File: src/rtl/hazard_unit.sv
// Pipeline hazard unit: operand forwarding, load-use stall, branch flush and
// a post-reset hold sequence, with a saturating count of stall cycles.
module hazard_unit #(
  parameter int REG_AW       = 5,
  parameter int FLUSH_CYCLES = 1,
  parameter int RESET_HOLD   = 2,
  parameter int CNT_W        = 16
) (
  input  logic              clk,
  input  logic              reset,
  input  logic [REG_AW-1:0] Dreg1_addr,
  input  logic [REG_AW-1:0] Dreg2_addr,
  input  logic [REG_AW-1:0] Ereg1_addr,
  input  logic [REG_AW-1:0] Ereg2_addr,
  input  logic [REG_AW-1:0] Ewrite_reg_addr,
  input  logic              Ewrite_reg_sig,
  input  logic              Eload_sig,
  input  logic [REG_AW-1:0] Mwrite_reg_addr,
  input  logic              Mwrite_reg_sig,
  input  logic [REG_AW-1:0] Wwrite_reg_addr,
  input  logic              Wwrite_reg_sig,
  input  logic              branch_sig,
  output logic [1:0]        forward1E,
  output logic [1:0]        forward2E,
  output logic              stallF,
  output logic              stallD,
  output logic              flushD,
  output logic              flushE,
  output logic [CNT_W-1:0]  stall_count,
  output logic [1:0]        state
);

  typedef enum logic [1:0] {
    INIT  = 2'b00,
    RUN   = 2'b01,
    FLUSH = 2'b10
  } state_t;

  localparam logic [3:0] HOLD_LAST  = 4'(RESET_HOLD - 1);
  localparam logic [2:0] FLUSH_LAST = 3'(FLUSH_CYCLES - 1);

  state_t     fsm_q, fsm_d;
  logic [3:0] hold_q, hold_d;
  logic [2:0] flush_q, flush_d;
  logic       load_use;

  function automatic logic [1:0] fwd_sel(
    input logic [REG_AW-1:0] addr,
    input logic              m_we,
    input logic [REG_AW-1:0] m_addr,
    input logic              w_we,
    input logic [REG_AW-1:0] w_addr
  );
    logic [1:0] sel;
    sel = 2'b00;
    if (m_we && (addr != '0) && (addr == m_addr))
      sel = 2'b01;
    else if (w_we && (addr != '0) && (addr == w_addr))
      sel = 2'b10;
    return sel;
  endfunction

  assign load_use = Eload_sig && Ewrite_reg_sig && (Ewrite_reg_addr != '0) &&
                    ((Ewrite_reg_addr == Dreg1_addr) || (Ewrite_reg_addr == Dreg2_addr));

  assign state = fsm_q;

  always_ff @(posedge clk or negedge reset) begin
    if (!reset) begin
      fsm_q       <= INIT;
      hold_q      <= '0;
      flush_q     <= '0;
      stall_count <= '0;
    end else begin
      fsm_q   <= fsm_d;
      hold_q  <= hold_d;
      flush_q <= flush_d;
      if (fsm_q == RUN && stallF && stall_count != '1)
        stall_count <= stall_count + 1'b1;
    end
  end

  // Forwarding depends only on addresses/enables, never on branch_sig.
  always_comb begin
    forward1E = 2'b00;
    forward2E = 2'b00;
    if (fsm_q != INIT) begin
      forward1E = fwd_sel(Ereg1_addr, Mwrite_reg_sig, Mwrite_reg_addr,
                          Wwrite_reg_sig, Wwrite_reg_addr);
      forward2E = fwd_sel(Ereg2_addr, Mwrite_reg_sig, Mwrite_reg_addr,
                          Wwrite_reg_sig, Wwrite_reg_addr);
    end
  end

  always_comb begin
    fsm_d   = fsm_q;
    hold_d  = hold_q;
    flush_d = flush_q;
    stallF  = 1'b0;
    stallD  = 1'b0;
    flushD  = 1'b0;
    flushE  = 1'b0;
    case (fsm_q)
      INIT: begin
        stallF = 1'b1;
        stallD = 1'b1;
        flushD = 1'b1;
        flushE = 1'b1;
        if (hold_q == HOLD_LAST) begin
          fsm_d  = RUN;
          hold_d = '0;
        end else begin
          hold_d = hold_q + 4'd1;
        end
      end
      RUN: begin
        // Branch wins over load-use: the stalled instruction is squashed anyway.
        if (branch_sig) begin
          flushD = 1'b1;
          flushE = 1'b1;
          if (FLUSH_CYCLES > 1) begin
            fsm_d   = FLUSH;
            flush_d = FLUSH_LAST;
          end
        end else if (load_use) begin
          stallF = 1'b1;
          stallD = 1'b1;
          flushE = 1'b1;
        end
      end
      FLUSH: begin
        flushD = 1'b1;
        flushE = 1'b1;
        if (branch_sig) begin
          flush_d = FLUSH_LAST;
        end else begin
          flush_d = flush_q - 3'd1;
          if (flush_q == 3'd1)
            fsm_d = RUN;
        end
      end
      default: begin
        fsm_d   = INIT;
        hold_d  = '0;
        flush_d = '0;
      end
    endcase
  end

endmodule

File: config.mk
export PLATFORM = sky130hd
export DESIGN_NAME = hazard_unit
export DESIGN_NICKNAME = d
export VERILOG_FILES = /design/src/rtl/hazard_unit.sv
export SDC_FILE = /design/constraint.sdc
export NUM_CORES = 1
export LEC_CHECK = 0
export ABC_AREA = 1
export BUFFER_PORTS_ARGS = -buffer_cell sky130_fd_sc_hd__clkbuf_2
export CAP_MARGIN = 20
export CORE_UTILIZATION = 45
export DETAILED_ROUTE_END_ITERATION = 16
export PLACE_DENSITY_LB_ADDON = 0.05
export SYNTH_ARGS = -nofsm -noshare
export SYNTH_HDL_FRONTEND = slang
export SYNTH_SLANG_ARGS = --single-unit
File: constraint.sdc
create_clock -name clk -period 1.74 [get_ports clk]
set_clock_uncertainty 0.15 [all_clocks]
set_input_delay 0.348 -clock clk [delete_from_list [all_inputs] [get_ports clk]]
set_output_delay 0.348 -clock clk [all_outputs]
set_load 0.05 [all_outputs]
==> run summary <==
Status -> finished, violations left
Failing checks -> setup timing
Cells after Synth -> 275
Hold Path Class -> reg -> reg
Final hold violation count -> 0
Critical path, cell by cell -> clkbuf_2 -> buf_6 -> xnor2_2 -> o211ai_1 -> nor3_1 -> nand3_1 -> nor2_2 -> buf_8
Critical path's slowest cell -> nor3_1
Clock sinks -> 21
Required @ worst endpoint -> 1.24 ns
Reg2reg setup slack -> 0.04 ns
CP Class -> in -> out
DR WL/cell -> 12.47 µm
Diodes inserted -> 0
Root Driver -> clkbuf_8
Core Area -> 0.004000 mm²
Finished Layout Cells -> 431
R2R Path End -> stall_count[0]
Sequential area share after synthesis -> 0.2791
Ports -> 68
#FFs+latches synth -> 21
HPWL Detailed -> 3635 µm
Largest net degree at the start of global routing -> 22
Pre-antenna DRT Iters -> 4
Clock buffer depth -> 2
Slew Limit Fails -> 0
Vias in the first global route -> 1,778
Mean number of vias per cell -> 4.970
Setup WS pre-CTS -> -0.2887 ns
DR iter-0 viols -> 106
Residual DRC count -> 0
Min-delay src -> hold_q[3]
Placer Congestion -> 0.8241
P per Cell Area -> 510.9 mW/mm²
CP arrival -> 1.47 ns
# H-tree levels -> 1
Period utilization -> 1.134
Worst slew pin tran -> 0.5878 ns
Total CTS buffers -> 3
Final WS setup -> -0.2328 ns
Share of layout cells above drive strength 1 -> 0.5381
Buffers added on ports -> 66
Max Cap Viol -> 0
R2r worst-path depth -> 9
Number of cells after detailed placement -> 414
Final setup viols -> 6
Synth Warn # -> 0
Synth Net Count -> 318
RSZ-0062 raised after global routing -> yes
Worst skew pair latency -> 0.27 ns
CTS tree -> yes
Mapped cell area -> 0.001883 mm²
Routed Antenna Nets -> 0
Routed via count -> 2,142
Worst R2R Start -> stall_count[0]
Hold Path End -> hold_q[3]
Synth cell types -> 32
Initial antenna violation count -> 0
Critical-path maximum fanout -> 2
Worst setup EP type -> primary output
Initial cell density of the core -> 0.4708
Number of placement rows -> 23
Fill count -> 292
Clk slew on worst S/H paths -> 0.08 ns
Die extent in y -> 66.69 µm
Chip Width -> 66.69 µm
Final #Nets -> 425
Crit path launch type -> input port
Die area -> 0.004448 mm²
Syn-to-layout area delta -> 64.98%
Hold path cells -> 1
Worst vdd ir -> 263.2 µV
Max-slew headroom -> 0.6081
GRT Total Usage -> 0.2364
Largest stage delay, worst path -> 0.21 ns
Static leakage -> 1.616 nW
F_max -> 0.5069 GHz
Detailed Route WL -> 5376 µm
Grt ovf -> 0
Synth Area per Inst -> 6.847 µm²
First-pass GRT wire length -> 7928 µm
Post-layout min period -> 1.973 ns
==> layer usage <==
| metal | part of all wire | routed length, µm | global-route usage | vias up |
|---|---|---|---|---|
| li1 | - | - | - | 1067 |
| met1 | 0.42 | 2264 | 0.3076 | 972 |
| met2 | 0.49 | 2659 | 0.3763 | 84 |
| met3 | 0.054 | 290 | 0.04452 | 19 |
| met4 | 0.030 | 162 | 0.1037 | 0 |
| met5 | 0 | 0 | 0 | - |
==> layout make-up <==
class | instances | area, µm² | area share
repair buffers | 106 | 858.3 | 0.2763
clock inverters | 1 | 5.005 | 0.001611
flip-flops and latches | 21 | 539.3 | 0.1736
multi-input cells | 190 | 1363 | 0.4386
clock buffers | 3 | 41.29 | 0.01329
inverters | 60 | 237.7 | 0.07652
well taps | 50 | 62.56 | 0.02014
==> worst max path at each step <==
stage / start / endpoint / slack (ns)
6_report: Ereg1_addr[4] / forward1E[0] / -0.23
5_1_grt: Ereg1_addr[4] / forward1E[0] / -0.31
4_1_cts: state[0] / forward1E[1] / -0.18
3_5_place_dp: Ereg1_addr[4] / forward1E[1] / -0.29
3_3_place_gp: Ereg1_addr[4] / forward1E[1] / -0.28
2_1_floorplan: stall_count[0] / stall_count[5] / -0.08
==> Yosys cell counts <==
master,number,area share
inv_2,6,0.012
buf_6,2,0.012
nor3_2,1,0.0053
clkinv_1,3,0.0060
nor3b_1,2,0.0080
nand2_4,1,0.0060
nor2_2,5,0.017
nand2_1,66,0.13
o211ai_1,4,0.016
xnor2_1,10,0.047
nand4_2,1,0.0066
nand3_2,6,0.032
nand3_1,22,0.058
xor2_1,8,0.037
inv_1,51,0.10
o21bai_1,5,0.020
nor2_1,20,0.040
o21bai_2,8,0.048
nor4_1,3,0.010
dfrtp_1,21,0.28
buf_4,2,0.0080
nor2_4,2,0.012
or2_2,2,0.0066
nand2_2,4,0.013
nor3_1,6,0.016
ha_1,1,0.0066
a21oi_1,2,0.0053
o21ai_0,2,0.0053
o22ai_1,1,0.0033
nand3_4,1,0.0093
conb_1,1,0.0020
nand4_1,6,0.020
==> cells in the final DEF (no fill, tap or decap), drive strengths merged <==
master | netlist | layout
dlygate4sd3 | 0 | 1
inv | 57 | 57
o22ai | 1 | 1
o21ai | 2 | 2
clkinv | 3 | 3
conb | 1 | 1
nor3b | 2 | 2
nand4 | 7 | 7
nand3 | 29 | 29
clkinvlp | 0 | 1
nor4 | 3 | 3
o211ai | 4 | 4
xnor2 | 10 | 10
nor2 | 27 | 27
nor3 | 7 | 7
ha | 1 | 1
a21oi | 2 | 2
or2 | 2 | 2
o21bai | 13 | 13
clkbuf | 0 | 54
dfrtp | 21 | 21
buf | 4 | 54
nand2 | 71 | 71
xor2 | 8 | 8
==> critical path, delay by kind of cell <==
family	cells	cell delay, ns
buffers and inverters	3	0.38
XOR/XNOR	1	0.11
AND/OR/NAND/NOR	3	0.54
AO/OA/AOI/OAI	1	0.10
==> repair_timing <==
| action | in CTS | in global routing |
|---|---|---|
| resized for setup | 38 | 60 |
| setup buffers | 7 | 6 |
| endpoints found under the hold margin | 21 | 0 |
| endpoints found under the setup margin | 15 | 25 |
| hold buffers | 1 | 0 |
| pin swaps | 10 | 28 |
==> power breakdown <==
group          switching [mW]  total, mW  internal, mW
Clock                   0.174      0.334         0.160
Combinational           0.405      0.699         0.295
Sequential             0.0339      0.554         0.520
Total                   0.613       1.59         0.975
==> per-stage QoR <==
step	TNS (ns)	instance area, µm²	hold slack, ns	utilization	total power [mW]
detailed placement	-1.940	2579	0.2300	0.6447	1.138
global route	-1.576	3107	0.3498	0.7767	1.680
finish	-0.7774	3107	0.3365	0.7767	1.587
floorplan	-0.8826	2001	-0.09759	-	0.9136
CTS	-0.8559	2882	0.3357	0.7204	1.524
global placement	-1.720	2579	0.2307	0.6447	1.134
==> cells by family after synthesis <==
logic type                 count (synthesis)  share of synthesized area
other                                      1                   0.001991
and+or+nand+nor                          148                     0.3914
AOI/OAI and AO/OA                         22                    0.09768
adders and majority gates                  1                   0.006643
buffers and inverters                     64                     0.1395
xor gates and xnor gates                  18                    0.08372
DFF                                       21                     0.2791
==> flip-flops by register name, indices dropped and copies added (netlist names) <==
register and flops:
state 1, stall_count 16, hold_q 4
Power figures use the tool's default switching activity.
